### src/rtl/e1_rx_phy_filt.sv
// Multi-channel E1 receive front-end.
// Each channel synchronises its two asynchronous pad rails, deglitches them,
// and produces clean rail levels, rising-edge mark strobes, loss-of-signal
// and a sticky "both rails high" error flag. Channels share only clk/rst_n.
//
// Strobe handshake: rx_hi_stb/rx_lo_stb are single-cycle qualifiers with no
// back-pressure. A strobe is high for exactly one clk cycle, in the cycle
// after the filtered rail rises. It is never issued while both filtered
// rails are high.
module e1_rx_phy_filt #(
    parameter int CHANNELS    = 1,
    parameter int SYNC_STAGES = 2,
    parameter int FILT_LEN    = 3,
    parameter int LOS_LEN     = 1024
) (
    input  logic                clk,
    input  logic                rst_n,
    input  logic [CHANNELS-1:0] pad_rx_hi,
    input  logic [CHANNELS-1:0] pad_rx_lo,
    output logic [CHANNELS-1:0] rx_hi,
    output logic [CHANNELS-1:0] rx_lo,
    output logic [CHANNELS-1:0] rx_hi_stb,
    output logic [CHANNELS-1:0] rx_lo_stb,
    output logic [CHANNELS-1:0] los,
    output logic [CHANNELS-1:0] err_both,
    input  logic [CHANNELS-1:0] err_clr
);

    localparam int FCW = $clog2(FILT_LEN + 1);
    localparam int LCW = $clog2(LOS_LEN + 1);
    localparam logic [FCW-1:0] FILT_MAX = FCW'(FILT_LEN - 1);
    localparam logic [LCW-1:0] LOS_MAX  = LCW'(LOS_LEN);

    for (genvar c = 0; c < CHANNELS; c++) begin : g_ch
        // Index 0 is the positive (hi) rail, index 1 the negative (lo) rail.
        logic [1:0]     pad_s;
        logic [1:0]     rail;
        logic [1:0]     prev_q;
        logic [1:0]     stb_q;
        logic [1:0]     stb_d;
        logic           both_hi;
        logic           err_q;
        logic           err_d;
        logic           los_q;
        logic           los_d;
        logic [LCW-1:0] los_cnt_q;
        logic [LCW-1:0] los_cnt_d;

        assign pad_s = {pad_rx_lo[c], pad_rx_hi[c]};

        for (genvar r = 0; r < 2; r++) begin : g_rail
            logic [SYNC_STAGES-1:0] sync_q;
            logic [FCW-1:0]         cnt_q;
            logic                   filt_q;
            logic                   s;

            assign s       = sync_q[SYNC_STAGES-1];
            assign rail[r] = filt_q;

            // Metastability chain: the pad is shifted in at stage 0.
            always_ff @(posedge clk or negedge rst_n) begin
                if (!rst_n) begin
                    sync_q <= '0;
                end else begin
                    sync_q <= {sync_q[SYNC_STAGES-2:0], pad_s[r]};
                end
            end

            // Deglitch: the output only flips after FILT_LEN consecutive differing samples.
            always_ff @(posedge clk or negedge rst_n) begin
                if (!rst_n) begin
                    filt_q <= 1'b0;
                    cnt_q  <= '0;
                end else if (s == filt_q) begin
                    cnt_q  <= '0;
                end else if (cnt_q == FILT_MAX) begin
                    filt_q <= s;
                    cnt_q  <= '0;
                end else begin
                    cnt_q  <= cnt_q + FCW'(1);
                end
            end
        end

        // Next-state for strobes, sticky error and the LOS counter.
        always_comb begin
            both_hi   = rail[0] & rail[1];
            stb_d     = rail & ~prev_q & {2{~both_hi}};
            err_d     = both_hi | (err_q & ~err_clr[c]);
            los_cnt_d = los_cnt_q;
            los_d     = los_q;
            if (|stb_d) begin
                los_cnt_d = '0;
                los_d     = 1'b0;
            end else begin
                if (los_cnt_q != LOS_MAX) begin
                    los_cnt_d = los_cnt_q + LCW'(1);
                end
                if (los_cnt_d == LOS_MAX) begin
                    los_d = 1'b1;
                end
            end
        end

        // Register strobes, previous rail levels, error flag and LOS state.
        always_ff @(posedge clk or negedge rst_n) begin
            if (!rst_n) begin
                prev_q    <= '0;
                stb_q     <= '0;
                err_q     <= 1'b0;
                los_q     <= 1'b1;
                los_cnt_q <= LOS_MAX;
            end else begin
                prev_q    <= rail;
                stb_q     <= stb_d;
                err_q     <= err_d;
                los_q     <= los_d;
                los_cnt_q <= los_cnt_d;
            end
        end

        assign rx_hi[c]     = rail[0];
        assign rx_lo[c]     = rail[1];
        assign rx_hi_stb[c] = stb_q[0];
        assign rx_lo_stb[c] = stb_q[1];
        assign los[c]       = los_q;
        assign err_both[c]  = err_q;
    end

endmodule

### config.mk
export PLATFORM = sky130hd
export DESIGN_NAME = e1_rx_phy_filt
export DESIGN_NICKNAME = d
export VERILOG_FILES = /design/src/rtl/e1_rx_phy_filt.sv
export SDC_FILE = /design/constraint.sdc
export NUM_CORES = 1
export LEC_CHECK = 0
export CAP_MARGIN = 20
export CORE_MARGIN = 3
export CORE_UTILIZATION = 50
export DETAILED_ROUTE_END_ITERATION = 12
export PLACE_DENSITY = 0.84
export SYNTH_ARGS = -nofsm -noshare
export SYNTH_HDL_FRONTEND = slang
export SYNTH_SLANG_ARGS = --single-unit
### constraint.sdc
create_clock -name clk -period 1.8 [get_ports clk]
set_input_delay 0.27 -clock clk [delete_from_list [all_inputs] [get_ports clk]]
set_output_delay 0.27 -clock clk [all_outputs]
set_load 0.005 [all_outputs]
==> out/metrics.cfg <==
[detailed_routing]
firstDrtPassIters=4
wl_met1_um=1020
wl_met2_um=1070
vias=828
wl_per_cell_um=14.3
drc=0
top_layer=met4
route.met3.wl_um=58
antenna_left=0
routed_wl_um=2200
viasPerCell=5.38
first_iter_violations=20

[pwr]
p_clk_frac=0.145
peakVddDrop_uv=1060
swShare=0.358
combPwrFrac=0.375
seqPwrFrac=0.481
p_int_mw=1.25
finalPower_mw=1.95
p_leak_nw=0.621
powerDensity_mw_per_mm2=1340
p_sw_mw=0.699

[setup_path]
crit_start=g_ch[0].los_cnt_q[2]
r2r_setup_slack_ns=0.10
ff2ff_path_depth=5
endpoint=los
cp.required_ns=2.07
worst-path-stages=5
crit_family=flip-flops
critPathMaxFanout=6
timing.rr.end=los
critPathBufInv=0
cp-start-kind=register
crit_chain=nand3_4, nor3_2, mux2_2, and3_1, a32o_1
crit_slowest_cell=dfrtp_1
max_stage_delay_ns=0.54
r2r_start=g_ch[0].los_cnt_q[2]
cp-end-kind=register
cp.arrival_ns=1.97
path_class=reg -> reg

[timing]
skew_ns=0.0124
period_minus_slack_ns=1.70
drv_slew=0
finalSetupViolations=0
final-hold-violation-count=0
slew_headroom=0.776
period_share=0.943
worst-slew-pin-transition_ns=0.331
fmax_mhz=589
setup_tns_ns=0

[cells_and_area]
final_cell_mix=23 x dfrtp_1, 15 x nor2_1, 10 x clkdlybuf4s50_1, 8 x buf_4, 7 x xnor2_1
fillers=160
final_util=0.642
stdcell_area_mm2=0.00146
n_antenna_cell=0
layout_commonest_cell=dfrtp_1
nets=134
syn_to_final_growth_pct=19.2
drive_above_1_share=0.222

[grt]
track_usage=0.145
antenna_found_initial=0
gr-total-overflow=0
grt_pass1_wl_um=3460
grt_start_max_net_pins=28
grt_pass1_vias=781

[die]
rows=17
core_area_mm2=0.00228
dieHeight_um=55.5
die_x_um=55.5
die_area_mm2=0.00308
start_util=0.539
num_io_pins=11

[synthesis]
synth_largest_area_cell=dfrtp_1
syn_avg_cell_area_um2=11.4
synth_top_family_by_area=simple AND/OR/NAND/NOR gates
synth_compound_area_frac=0.0388
synth.area.top_cells=dfrtp_1 51%, xnor2_1 5.0%, nor2_1 4.6%
synth.cell_area_mm2=0.00123
synth_xor_area_frac=0.0857
syn_nets=115
yosysSeqAreaShare=0.553
synth-seq-cells=27
synth_top_area_frac=0.510
synth_cells=108
yosys.area_share.simple=0.238
ys_types=33
ys_warn_count=0
synthAdderAreaFrac=0.0204
muxShareOfSynthArea=0.0357

[clock_network]
clk-insertion-delay-late_ns=0.33
cts_buffers=3
cts_tree=built
clock_path_buffers=2
cts.sinks=27
path_clk_slew_ns=0.16
cts_max_level=1
root_buffer=clkbuf_4

[place]
routabilityCongestion=0.923
hpwl_um=1520
placedInstanceArea_mm2=0.00138
numPortBuffers=10

[worst_hold_path]
hold_path_class=in -> async

[outcome]
status=completed

[flow_run]
cap_violations=0

state kept, by name, indices dropped and copies added (netlist names):
register and cells:
rx_hi 1, g_ch.los_cnt_q 11, err_both 1, rx_lo 1
g_ch.g_rail.sync_q 4, g_ch.prev_q 2, g_ch.g_rail.cnt_q 4, los 1
g_ch.stb_q 2
metrics by stage:
step / cells / worst slack, ns / hold slack [ns]
6_report: 154 / 0.102 / 0.273
5_1_grt: 154 / -0.00813 / 0.298
4_1_cts: 151 / 0.0313 / 0.282
3_5_place_dp: 147 / 0.00240 / 0.336
2_1_floorplan: 108 / 0.149 / -0.0256
3_3_place_gp: 147 / 0.114 / 0.334
synthesized netlist by cell type:
master and number:
and3_1 1, o32ai_1 1, or2_1 1, nand2_2 2, nand4b_1 1, mux2i_1 1
buf_2 3, nor3b_1 4, a21oi_1 2, o21ai_0 2, dfrtp_1 25, or3_1 1
ha_1 2, nand2b_1 1, nor2b_1 3, inv_1 4, xnor2_1 7, nand2_1 4
o2bb2ai_1 1, dfstp_2 2, nor4_4 1, nor3_2 1, nor4_2 1, nor3_1 3
mux2_2 3, xor2_1 5, nor4b_1 2, nand4_1 1, clkbuf_2 1, nand3_4 1
nor2_1 15, a32o_1 1, nand3_1 5
power groups by stage:
stage	Sequential (mW)	Clock, mW	Combinational, mW
global route	0.967	0.316	0.809
CTS	0.924	0.291	0.668
detailed placement	0.938	0	0.658
global placement	0.925	0	0.633
finish	0.939	0.283	0.732
floorplan	0.903	0	0.431
routing by layer:
layer | vias to the layer above | track usage
met4 | 0 | 0.0833
met2 | 13 | 0.236
met5 | - | 0
met1 | 409 | 0.181
li1 | 402 | -
met3 | 4 | 0.0210
worst min-delay path by stage:
stage / end / slack (ns) / cells after the start
6_report: g_ch[0].los_cnt_q[8] / 0.27 / 2
2_1_floorplan: err_both / -0.03 / 0
3_5_place_dp: g_ch[0].g_rail[0].sync_q[1] / 0.34 / 0
3_3_place_gp: g_ch[0].g_rail[0].sync_q[1] / 0.33 / 0
4_1_cts: g_ch[0].los_cnt_q[8] / 0.28 / 2
5_1_grt: g_ch[0].g_rail[0].cnt_q[0] / 0.30 / 2
cell type report:
class,instances,area [um2],area share
sequential,27,681,0.466
multi-input combinational,73,539,0.369
timing repair buffer,18,160,0.110
tap,28,35.0,0.0240
clock buffer,3,22.5,0.0154
inverter,4,15.0,0.0103
clock inverter,1,8.76,0.00599
logic make-up (layout without fill, tap and decap cells):
logic type                 count (synthesis)  count (layout)
AOI/OAI and AO/OA                          7               7
xor gates and xnor gates                  12              12
adders and majority gates                  2               2
buffers and inverters                      8              26
DFF                                       27              27
muxes                                      4               4
and+or+nand+nor                           48              48
timing repair:
item / CTS / global route
setup buffers: 0 / 3
hold buffers: 0 / 0
endpoints found under the setup margin: 1 / 1
pin swaps: 0 / 1
resized for setup: 1 / 5
Note: power is estimated with default switching activity, not from simulation.
